### src/rtl/alu_pkg.sv
// alu_pkg: shared types and constants for the digit-serial adder/subtractor.
package alu_pkg;

    typedef enum logic [1:0] {
        IDLE,
        RUN,
        DONE
    } state_e;

    // a_s encoding
    localparam logic OP_ADD = 1'b0;
    localparam logic OP_SUB = 1'b1;

    // Signed limit for a word of 'width' bits: most negative value when
    // 'negative' is set, most positive otherwise. Callers truncate to width.
    function automatic logic [63:0] signed_limit(input int unsigned width, input logic negative);
        logic [63:0] msb;
        msb = 64'd1 << (width - 1);
        signed_limit = negative ? msb : (msb - 64'd1);
    endfunction

endpackage

### src/rtl/addsub_digit.sv
// addsub_digit: combinational DIGIT-bit adder slice with carry in/out and
// the carry into its top bit (needed for signed overflow on the last digit).
module addsub_digit #(
    parameter int unsigned DIGIT = 4
) (
    input  logic [DIGIT-1:0] x,
    input  logic [DIGIT-1:0] y,
    input  logic             cin,
    output logic [DIGIT-1:0] s,
    output logic             cout,
    output logic             cmsb
);

    // Sum the slice; carry into the top bit is recovered from its sum bit.
    always_comb begin
        {cout, s} = {1'b0, x} + {1'b0, y} + {{DIGIT{1'b0}}, cin};
        cmsb      = x[DIGIT-1] ^ y[DIGIT-1] ^ s[DIGIT-1];
    end

endmodule

### src/rtl/addsub_digit_serial.sv
// addsub_digit_serial: multi-cycle two's-complement add/subtract, DIGIT bits
// per clock, LSB digit first, with C/V/Z/N flags and valid/ready handshakes.
// Optional macro ADDSUB_SATURATE_EN clamps the result to the signed limit
// on overflow.
module addsub_digit_serial
    import alu_pkg::*;
#(
    parameter int unsigned WIDTH = 16,
    parameter int unsigned DIGIT = 4
) (
    input  logic             clk,
    input  logic             rst_n,
    input  logic             in_valid,
    output logic             in_ready,
    input  logic [WIDTH-1:0] a,
    input  logic [WIDTH-1:0] b,
    input  logic             a_s,
    output logic             out_valid,
    input  logic             out_ready,
    output logic [WIDTH-1:0] sum,
    output logic             c_out,
    output logic             ovf,
    output logic             zero,
    output logic             neg
);

    localparam int unsigned NDIG = WIDTH / DIGIT;
    localparam int unsigned CW   = (NDIG > 1) ? $clog2(NDIG) : 1;
    localparam logic [CW-1:0] LAST = CW'(NDIG - 1);

    state_e           state_q, state_d;
    logic             in_ready_q, in_ready_d;
    logic             out_valid_q, out_valid_d;
    logic [WIDTH-1:0] a_q, a_d;
    logic [WIDTH-1:0] b_q, b_d;
    logic             carry_q, carry_d;
    logic [CW-1:0]    cnt_q, cnt_d;
    logic [WIDTH-1:0] shadow_q, shadow_d;
    logic [WIDTH-1:0] sum_q, sum_d;
    logic             c_q, c_d;
    logic             v_q, v_d;
    logic             z_q, z_d;
    logic             n_q, n_d;
`ifdef ADDSUB_SATURATE_EN
    logic             a_neg_q, a_neg_d;
`endif

    logic [DIGIT-1:0]       dig_s;
    logic                   dig_cout;
    logic                   dig_cmsb;
    logic [WIDTH+DIGIT-1:0] merged;
    logic [WIDTH-1:0]       res;
    logic [WIDTH-1:0]       fin;

    addsub_digit #(.DIGIT(DIGIT)) u_digit (
        .x   (a_q[DIGIT-1:0]),
        .y   (b_q[DIGIT-1:0]),
        .cin (carry_q),
        .s   (dig_s),
        .cout(dig_cout),
        .cmsb(dig_cmsb)
    );

    // Next-state, operand shifting, digit accumulation and flag computation.
    always_comb begin
        state_d     = state_q;
        in_ready_d  = in_ready_q;
        out_valid_d = out_valid_q;
        a_d         = a_q;
        b_d         = b_q;
        carry_d     = carry_q;
        cnt_d       = cnt_q;
        shadow_d    = shadow_q;
        sum_d       = sum_q;
        c_d         = c_q;
        v_d         = v_q;
        z_d         = z_q;
        n_d         = n_q;
`ifdef ADDSUB_SATURATE_EN
        a_neg_d     = a_neg_q;
`endif
        // New digit enters at the top of the shadow; after NDIG digits the
        // first digit has walked down to bit 0.
        merged = {dig_s, shadow_q} >> DIGIT;
        res    = merged[WIDTH-1:0];
        fin    = res;

        unique case (state_q)
            IDLE: begin
                if (in_valid) begin
                    a_d        = a;
                    b_d        = (a_s == OP_ADD) ? b : ~b;
                    carry_d    = (a_s == OP_SUB);
                    cnt_d      = '0;
                    shadow_d   = '0;
                    in_ready_d = 1'b0;
                    state_d    = RUN;
`ifdef ADDSUB_SATURATE_EN
                    a_neg_d    = a[WIDTH-1];
`endif
                end
            end
            RUN: begin
                a_d      = a_q >> DIGIT;
                b_d      = b_q >> DIGIT;
                carry_d  = dig_cout;
                shadow_d = res;
                cnt_d    = cnt_q + 1'b1;
                if (cnt_q == LAST) begin
`ifdef ADDSUB_SATURATE_EN
                    if (dig_cout ^ dig_cmsb)
                        fin = WIDTH'(signed_limit(WIDTH, a_neg_q));
`endif
                    sum_d       = fin;
                    c_d         = dig_cout;
                    v_d         = dig_cout ^ dig_cmsb;
                    z_d         = ~|fin;
                    n_d         = fin[WIDTH-1];
                    out_valid_d = 1'b1;
                    state_d     = DONE;
                end
            end
            DONE: begin
                if (out_ready) begin
                    out_valid_d = 1'b0;
                    in_ready_d  = 1'b1;
                    state_d     = IDLE;
                end
            end
            default: begin
                out_valid_d = 1'b0;
                in_ready_d  = 1'b1;
                state_d     = IDLE;
            end
        endcase
    end

    // State and output registers; reset aborts any operation in flight.
    always_ff @(posedge clk or negedge rst_n) begin
        if (!rst_n) begin
            state_q     <= IDLE;
            in_ready_q  <= 1'b1;
            out_valid_q <= 1'b0;
            a_q         <= '0;
            b_q         <= '0;
            carry_q     <= 1'b0;
            cnt_q       <= '0;
            shadow_q    <= '0;
            sum_q       <= '0;
            c_q         <= 1'b0;
            v_q         <= 1'b0;
            z_q         <= 1'b0;
            n_q         <= 1'b0;
`ifdef ADDSUB_SATURATE_EN
            a_neg_q     <= 1'b0;
`endif
        end else begin
            state_q     <= state_d;
            in_ready_q  <= in_ready_d;
            out_valid_q <= out_valid_d;
            a_q         <= a_d;
            b_q         <= b_d;
            carry_q     <= carry_d;
            cnt_q       <= cnt_d;
            shadow_q    <= shadow_d;
            sum_q       <= sum_d;
            c_q         <= c_d;
            v_q         <= v_d;
            z_q         <= z_d;
            n_q         <= n_d;
`ifdef ADDSUB_SATURATE_EN
            a_neg_q     <= a_neg_d;
`endif
        end
    end

    assign in_ready  = in_ready_q;
    assign out_valid = out_valid_q;
    assign sum       = sum_q;
    assign c_out     = c_q;
    assign ovf       = v_q;
    assign zero      = z_q;
    assign neg       = n_q;

endmodule

### config.mk
export PLATFORM = sky130hd
export DESIGN_NAME = addsub_digit_serial
export DESIGN_NICKNAME = d
export VERILOG_FILES = /design/src/rtl/alu_pkg.sv /design/src/rtl/addsub_digit.sv /design/src/rtl/addsub_digit_serial.sv
export SDC_FILE = /design/constraint.sdc
export NUM_CORES = 1
export LEC_CHECK = 0
export CORE_MARGIN = 2
export CORE_UTILIZATION = 45
export CTS_BUF_LIST = sky130_fd_sc_hd__clkbuf_4 sky130_fd_sc_hd__clkbuf_8 sky130_fd_sc_hd__clkbuf_16
export CTS_CLUSTER_DIAMETER = 60
export DETAILED_ROUTE_END_ITERATION = 8
export GPL_TIMING_DRIVEN = 1
export PLACE_DENSITY = 0.7
export SKIP_CTS_REPAIR_TIMING = 1
export SYNTH_ARGS = -nofsm -noshare
export SYNTH_HDL_FRONTEND = slang
export SYNTH_SLANG_ARGS = --single-unit
### constraint.sdc
create_clock -name clk -period 2.53 [get_ports clk]
set_input_delay 0.3795 -clock clk [delete_from_list [all_inputs] [get_ports clk]]
set_output_delay 0.3795 -clock clk [all_outputs]
set_load 0.05 [all_outputs]
# [Yosys cells after proc, flatten, opt, wreduce, memory -nomap -nowiden]
# Index checks and enable logic that the tools add are counted.
[totals] register_bits=75 inputBits=37 out_inout_bits=22 wordCells=58
[op_classes] add_sub_neg=3 eq_ne=6 mux=21 n_bitwise=6 reduce_logical=9
[ops] op="$pmux 16 s2" count=3
[ops] op="$mux 16" count=4
[ops] op="$not 16->16" count=1
[ops] op="$reduce_or 16->1" count=1
[ops] op="$reduce_and 3->1" count=3
[ops] op="$mux 2" count=4
[ops] op="$ne 2x2->1 const B" count=3
[ops] op="$pmux 1 s3" count=2
[ops] op="$pmux 2 s3" count=1
[ops] op="$add 4x4->5" count=1
[ops] op="$add 5x1->5" count=1
[ops] op="$mux 1" count=5
[ops] op="$eq 2x2->1 const B" count=2
[ops] op="$pmux 2 s2" count=1
[ops] op="$reduce_and 2->1" count=2
[ops] op="$xor 1x1->1" count=3
[ops] op="$add 2x1->2 const B" count=1
[ops] op="$eq 2x1->1 const B" count=1
[ops] op="$logic_not 2->1" count=1
[ops] op="$not 1->1" count=2
[ops] op="$pmux 1 s2" count=1
[ops] op="$reduce_bool 2->1" count=1
[ops] op="$logic_not 1->1" count=1

# [Depth between registers and ports, before layout]
# Gate-level depths: netlist of the first run.
[depth] ltp_word=4 ltp_mapped=8 mapped_depth_nobuf=8

# [Modules after synthesis]
# From an unflattened synthesis of the first run, not the netlist that was laid out.
[unflattened] hier_cells=305 hier_area_um2=3407.0
[by_module_without_submodules] module="addsub_digit_serial" n_inst=1 cells_per_inst=288 area_per_inst_um2=3265.6 seq_area_each_um2=1752.9
[by_module_without_submodules] module="addsub_digit" n_inst=1 cells_per_inst=17 area_per_inst_um2=141.4 seq_area_each_um2=0.0

# [Worst setup path after synthesis of the first run]
# OpenSTA, ideal clock, no wires.
[synth_timing] kind="reg-to-reg" startpoint="reg a_q[0]" endpoint="reg z_q, in the netlist zero" setup_time_ns=0.095 arrival_time_ns=1.853 t_required_ns=2.435 path_slack_ns=0.581 stages_incl_launch_ff=8 n_path_buf=0 period_less_slack_ns=1.949 path_cell_list="dfrtp_1 > inv_1 > fa_1 > inv_1 > fa_1 > nor4_1 > nand4_1 > o31ai_1"
[synth_via] elab_chain_len=4
[synth_rtl] item="start, declared" line_no="addsub_digit_serial.sv:34" source="logic [WIDTH-1:0] a_q, a_d;"
[synth_rtl] item="start signal, assigned" line_no="addsub_digit_serial.sv:144" source="a_q <= '0;"
[synth_rtl] item="start signal, assigned" line_no="addsub_digit_serial.sv:161" source="a_q <= a_d;"
[synth_rtl] item="$add 4x4->5" line_no="addsub_digit.sv:16" source="{cout, s} = {1'b0, x} + {1'b0, y} + {{DIGIT{1'b0}}, cin};"
[synth_rtl] item="$add 5x1->5" line_no="addsub_digit.sv:16"
[synth_rtl] item="named net dig_s[1]" line_no="addsub_digit_serial.sv:48" source="logic [DIGIT-1:0] dig_s;"
[synth_rtl] item="$reduce_or 16->1" line_no="addsub_digit_serial.sv:117" source="z_d = ~|fin;"
[synth_rtl] item="$logic_not 1->1" line_no="addsub_digit_serial.sv:117"
[synth_rtl] item="end signal, assigned" line_no="addsub_digit_serial.sv:169" source="z_q <= z_d;"
[synth_rtl] item="end, declared" line_no="addsub_digit_serial.sv:42" source="logic z_q, z_d;"
# The timed path passes the listed nets, and every way through them passes these cells.
# A chain may end at the register's enable or synchronous reset.

# [Worst setup path after layout of the first run]
# Same ends and word-level chain as after synthesis.

==> impl_metrics.json, run 1 <==
{
  "skew_ps": 8.69,
  "cts.sink_count": 70,
  "synth_top_area_cell": "dfrtp_1",
  "finalHoldViolations": 0,
  "cts_buffers": 9,
  "netlist-cell-type-count": 38,
  "r2r_cells": 7,
  "synth_area_leaders": "dfrtp_1 (51%), mux2_4 (4.9%), a22o_1 (4.4%)",
  "hpwl_um": 5040,
  "fmax_mhz": 472,
  "drt-total-wl_um": 7340,
  "grt_pass1_vias": 2484,
  "antenna_found_initial": 0,
  "gp_routability_congestion": 0.760,
  "synthCells": 297,
  "die_x_um": 90.5,
  "p_leak_nw": 1.88,
  "synth-seq-cells": 70,
  "synth_top_area_share_pct": 51.3,
  "hp-class": "in -> async",
  "cap_violations": 0,
  "coreArea_mm2": 0.00725,
  "cts_buffer_depth": 2,
  "syn_area_mm2": 0.00336,
  "end_kind": "flop",
  "cts-root-buf": "clkbuf_8",
  "num_vias": 2453,
  "worst_pin_slew_ps": 899,
  "avgSynthCellArea_um2": 11.3,
  "ios": 59,
  "antenna_left": 0,
  "gr-total-overflow": 0,
  "grt_max_degree": 37,
  "die_h_um": 90.5,
  "cts_tree": "done",
  "clkTransAtPathRegs_ps": 80,
  "yosysWarnings": 0,
  "final_common_cell": "dfrtp_1",
  "pre_cts_ws_ps": 437,
  "area_growth_pct": 25.5,
  "worstSetupPathType": "reg -> reg",
  "nNetsFinal": 396,
  "final_cell_mix": "dfrtp_1 (69), clkdlybuf4s50_1 (57), a21oi_1 (28)",
  "power.density_mw_per_mm2": 1380,
  "rsz0062_at_grt": "false",
  "insertion_delay_ps": 340,
  "nFillCells": 645,
  "io_buffers": 58,
  "required_ps": 2780,
  "routedWlPerCell_um": 16.1,
  "final_max_slew_viol_count": 0,
  "drt_iter0_drc": 110,
  "initial_core_util_pct": 46.4,
  "setup_viol": 0,
  "relSlewSlack_pct": 40.1,
  "cts.htree.levels": 3,
  "dieArea_mm2": 0.00818,
  "rows": 31,
  "n_antenna_cell": 0,
  "drive_above_1_share_pct": 12.6,
  "start_kind": "flop",
  "arrival_ps": 2370,
  "final.setup.worst_slack_ps": 413,
  "crit_path_max_fanout": 3,
  "period_minus_slack_ps": 2120,
  "yosysSeqAreaShare_pct": 52.1,
  "via_per_inst": 5.37,
  "setup_tns_ps": 0,
  "synth_fp_nets": 340,
  "grt_pass1_wl_um": 12300,
  "vdd_ir_drop_max_mv": 0.518,
  "track_usage_pct": 18.9,
  "remaining_drc_errors": 0,
  "status": "complete, no violations",
  "min_period_over_period_pct": 83.7,
  "drt_pass1_iterations": 4
}
==> registers in the layout, indices dropped and copies added (netlist names), 2 cells and up <==
name      flops
a_q          16
sum          16
shadow_q     12
state_q       2
b_q          16
cnt_q         2
==> power breakdown <==
group	total, W	internal [W]	switching (W)	leakage (nW)
combinational	0.00281	0.00122	0.00159	0.879
sequential	0.00200	0.00161	0.000392	0.887
clock	0.00100	0.000558	0.000444	0.109
total	0.00581	0.00339	0.00243	1.88
==> synthesized netlist by cell type (all sizes together) <==
cell type and number:
a22o 17, nand3b 1, a22oi 14, nand4 1
nand2b 3, nand2 14, and3b 2, a221oi 1
mux2 14, a21oi 28, nor4b 1, a2bb2oi 2
dfstp 1, or2 1, inv 5, o31ai 1
clkbuf 8, xnor2 9, nor4 2, o21ai 25
dfrtp 69, a21boi 1, nand3 1, a21o 1
xor2 10, fa 2, nor2b 24, buf 16
o22a 10, nor2 9, ha 4
==> per-stage QoR <==
step / util, % / total power [W] / cells / instance area, um^2 / hold WS [ps]
3_5_place_dp: 55.1 / 0.00485 / 441 / 4000 / 452
4_1_cts: 58.2 / 0.00585 / 457 / 4220 / 86.7
3_3_place_gp: 55.1 / 0.00474 / 441 / 4000 / 449
2_1_floorplan: - / 0.00406 / 297 / 3360 / 83.9
6_report: 58.2 / 0.00581 / 457 / 4220 / 66.3
5_1_grt: 58.2 / 0.00620 / 457 / 4220 / 104
==> routing by layer <==
layer	GRT usage, %	vias up	wire, um
li1	-	1160	-
met1	25.8	1193	3310
met2	29.6	82	3440
met3	3.67	18	386
met4	7.82	0	210
met5	0	-	0
==> cell families (layout without fill, tap and decap cells) <==
logic type / count (synthesis) / after routing / synth area share (%)
buf+inv: 29 / 90 / 4.91
xor+xnor: 19 / 19 / 4.95
flops: 70 / 70 / 52.1
simple gates: 59 / 59 / 9.93
compound gates: 100 / 100 / 19.5
mux: 14 / 14 / 5.92
fa+ha+maj: 6 / 6 / 2.68
==> critical path, cell delays in order (launching register included) <==
cell and delay [ps]:
dfrtp_1 350, inv_1 80, fa_1 440, inv_1 80
fa_1 450, nor4_1 310, nand4_1 130, o31ai_1 190
==> final timing paths <==
check,start,end,slack [ps]
worst max-delay path,a_q[0],zero,410
worst max register to register,a_q[0],zero,410
worst min register to register,sum[12],sum[12],490
worst min-delay path,rst_n,sum[1],70
max in group asynchronous,rst_n,in_ready,2100
min in group clk,sum[12],sum[12],490
==> area by class of cell <==
cell class / instances / area [um^2] / share of cell area (%)
clock buffer: 9 / 124 / 2.93
clock inverter: 7 / 98.8 / 2.34
inverter: 5 / 18.8 / 0.445
multi-input combinational: 198 / 1450 / 34.2
sequential: 70 / 1750 / 41.5
tap: 99 / 124 / 2.93
timing repair buffer: 69 / 658 / 15.6
Note: power is estimated with default switching activity, not from simulation.
==> run 2: changes to the inputs <==
PLACE_DENSITY = 0.73   (was 0.7)
clock period = 1.9 ns   (was 2.53 ns; I/O delays follow)
==> run 2 against run 1 <==
Against the previous run:
- sequential share of layout area fell by 1.6 points
- final cell count rose by 2.2%
- utilization rose by 2.3 points
- worst hold slack improved by 410 ps
- sequential power rose by 32%
- global-route usage rose by 0.24 points
- first-iteration DRC count fell by 39%
- largest cell class unchanged
- highest routed layer unchanged
==> impl_metrics.json, run 2 (synthesis results as in run 1) <==
{
  "status": "complete, no violations",
  "hpwl_um": 5230,
  "drive_above_1_share_pct": 17.1,
  "drt-total-wl_um": 7370,
  "grt_max_degree": 28,
  "antenna_found_initial": 0,
  "grt_pass1_vias": 2490,
  "cts_tree": "done",
  "finalHoldViolations": 0,
  "coreArea_mm2": 0.00725,
  "required_ps": 2160,
  "setup_tns_ps": 0,
  "relSlewSlack_pct": 60.9,
  "period_minus_slack_ps": 1880,
  "rows": 31,
  "num_vias": 2483,
  "rsz0062_at_grt": "true",
  "skew_ps": 9.89,
  "setup_viol": 0,
  "insertion_delay_ps": 350,
  "n_antenna_cell": 0,
  "end_kind": "flop",
  "final_cell_mix": "dfrtp_1 (69), clkdlybuf4s50_1 (56), a21oi_1 (27)",
  "cts-root-buf": "clkbuf_8",
  "worstSetupPathType": "reg -> reg",
  "cts.htree.levels": 3,
  "drt_pass1_iterations": 5,
  "worst_pin_slew_ps": 587,
  "clkTransAtPathRegs_ps": 80,
  "pre_cts_ws_ps": -44.6,
  "fmax_mhz": 532,
  "io_buffers": 58,
  "drt_iter0_drc": 67,
  "cts_buffer_depth": 2,
  "cts.sink_count": 70,
  "ios": 59,
  "nFillCells": 629,
  "cts_buffers": 9,
  "track_usage_pct": 19.1,
  "area_growth_pct": 30.4,
  "met1_usage_pct": 24.8,
  "crit_path_max_fanout": 2,
  "top_usage_layer": "met2",
  "grt_use_met2_pct": 31.3,
  "power.density_mw_per_mm2": 1840,
  "hp-class": "in -> async",
  "nNetsFinal": 406,
  "start_kind": "flop",
  "gr-usage-met3_pct": 4.17,
  "gr-total-overflow": 0,
  "initial_core_util_pct": 46.4,
  "via_per_inst": 5.32,
  "final.setup.worst_slack_ps": 20.8,
  "final_common_cell": "dfrtp_1",
  "min_period_over_period_pct": 98.9,
  "antenna_left": 0,
  "grt_pass1_wl_um": 12400,
  "remaining_drc_errors": 0,
  "dieArea_mm2": 0.00818,
  "cap_violations": 0,
  "final_max_slew_viol_count": 0,
  "die_h_um": 90.5,
  "p_leak_nw": 1.95,
  "gp_routability_congestion": 0.858,
  "whs_ps": 480,
  "vdd_ir_drop_max_mv": 0.882,
  "routedWlPerCell_um": 15.8,
  "die_x_um": 90.5,
  "arrival_ps": 2140
}
[run 2: layer usage]
layer	vias up	part of all wire [%]
met5	-	0
met4	0	1.7
met1	1214	46
met2	64	49
li1	1192	-
met3	13	3.5
[run 2: power by group]
group	internal [W]	switching, W	total [W]
sequential	0.00214	0.000500	0.00264
clock	0.000757	0.000608	0.00136
combinational	0.00186	0.00222	0.00408
total	0.00475	0.00333	0.00808
[run 2: per-stage QoR]
step                      cells  cell area [um^2]  total power, W  utilization [%]
after global placement      448              4110         0.00651             56.7
final                       467              4390         0.00808             60.5
after floorplan             297              3360         0.00540                -
after detailed placement    448              4110         0.00662             56.7
after global routing        467              4390         0.00863             60.5
after CTS                   464              4340         0.00803             59.8
[run 2: final timing paths]
path	start	endpoint	slack, ps	cells after the start
setup reg to reg	a_q[0]	zero	20	7
min in group clk	sum[12]	sum[12]	480	2
setup / recovery	a_q[0]	zero	20	7
hold reg to reg	sum[12]	sum[12]	480	2
max in group asynchronous	rst_n	in_ready	800	3
hold / removal	rst_n	b_q[10]	480	2
[run 2: critical path: stages, from the launching register on]
cell and delay, ps:
dfrtp_1 370, inv_2 60, fa_2 390, inv_2 60
fa_2 430, nor4_2 160, nand4_1 120, o31ai_1 190
[run 2: area by class of cell]
class                   count  area (um^2)  area share [%]
inverters                   5         18.8           0.428
clock inverters             7          103            2.34
flip-flops and latches     70         1750            40.0
well taps                  99          124            2.82
clock buffers               9          124            2.82
multi-input cells         198         1470            33.5
repair buffers             79          796            18.1
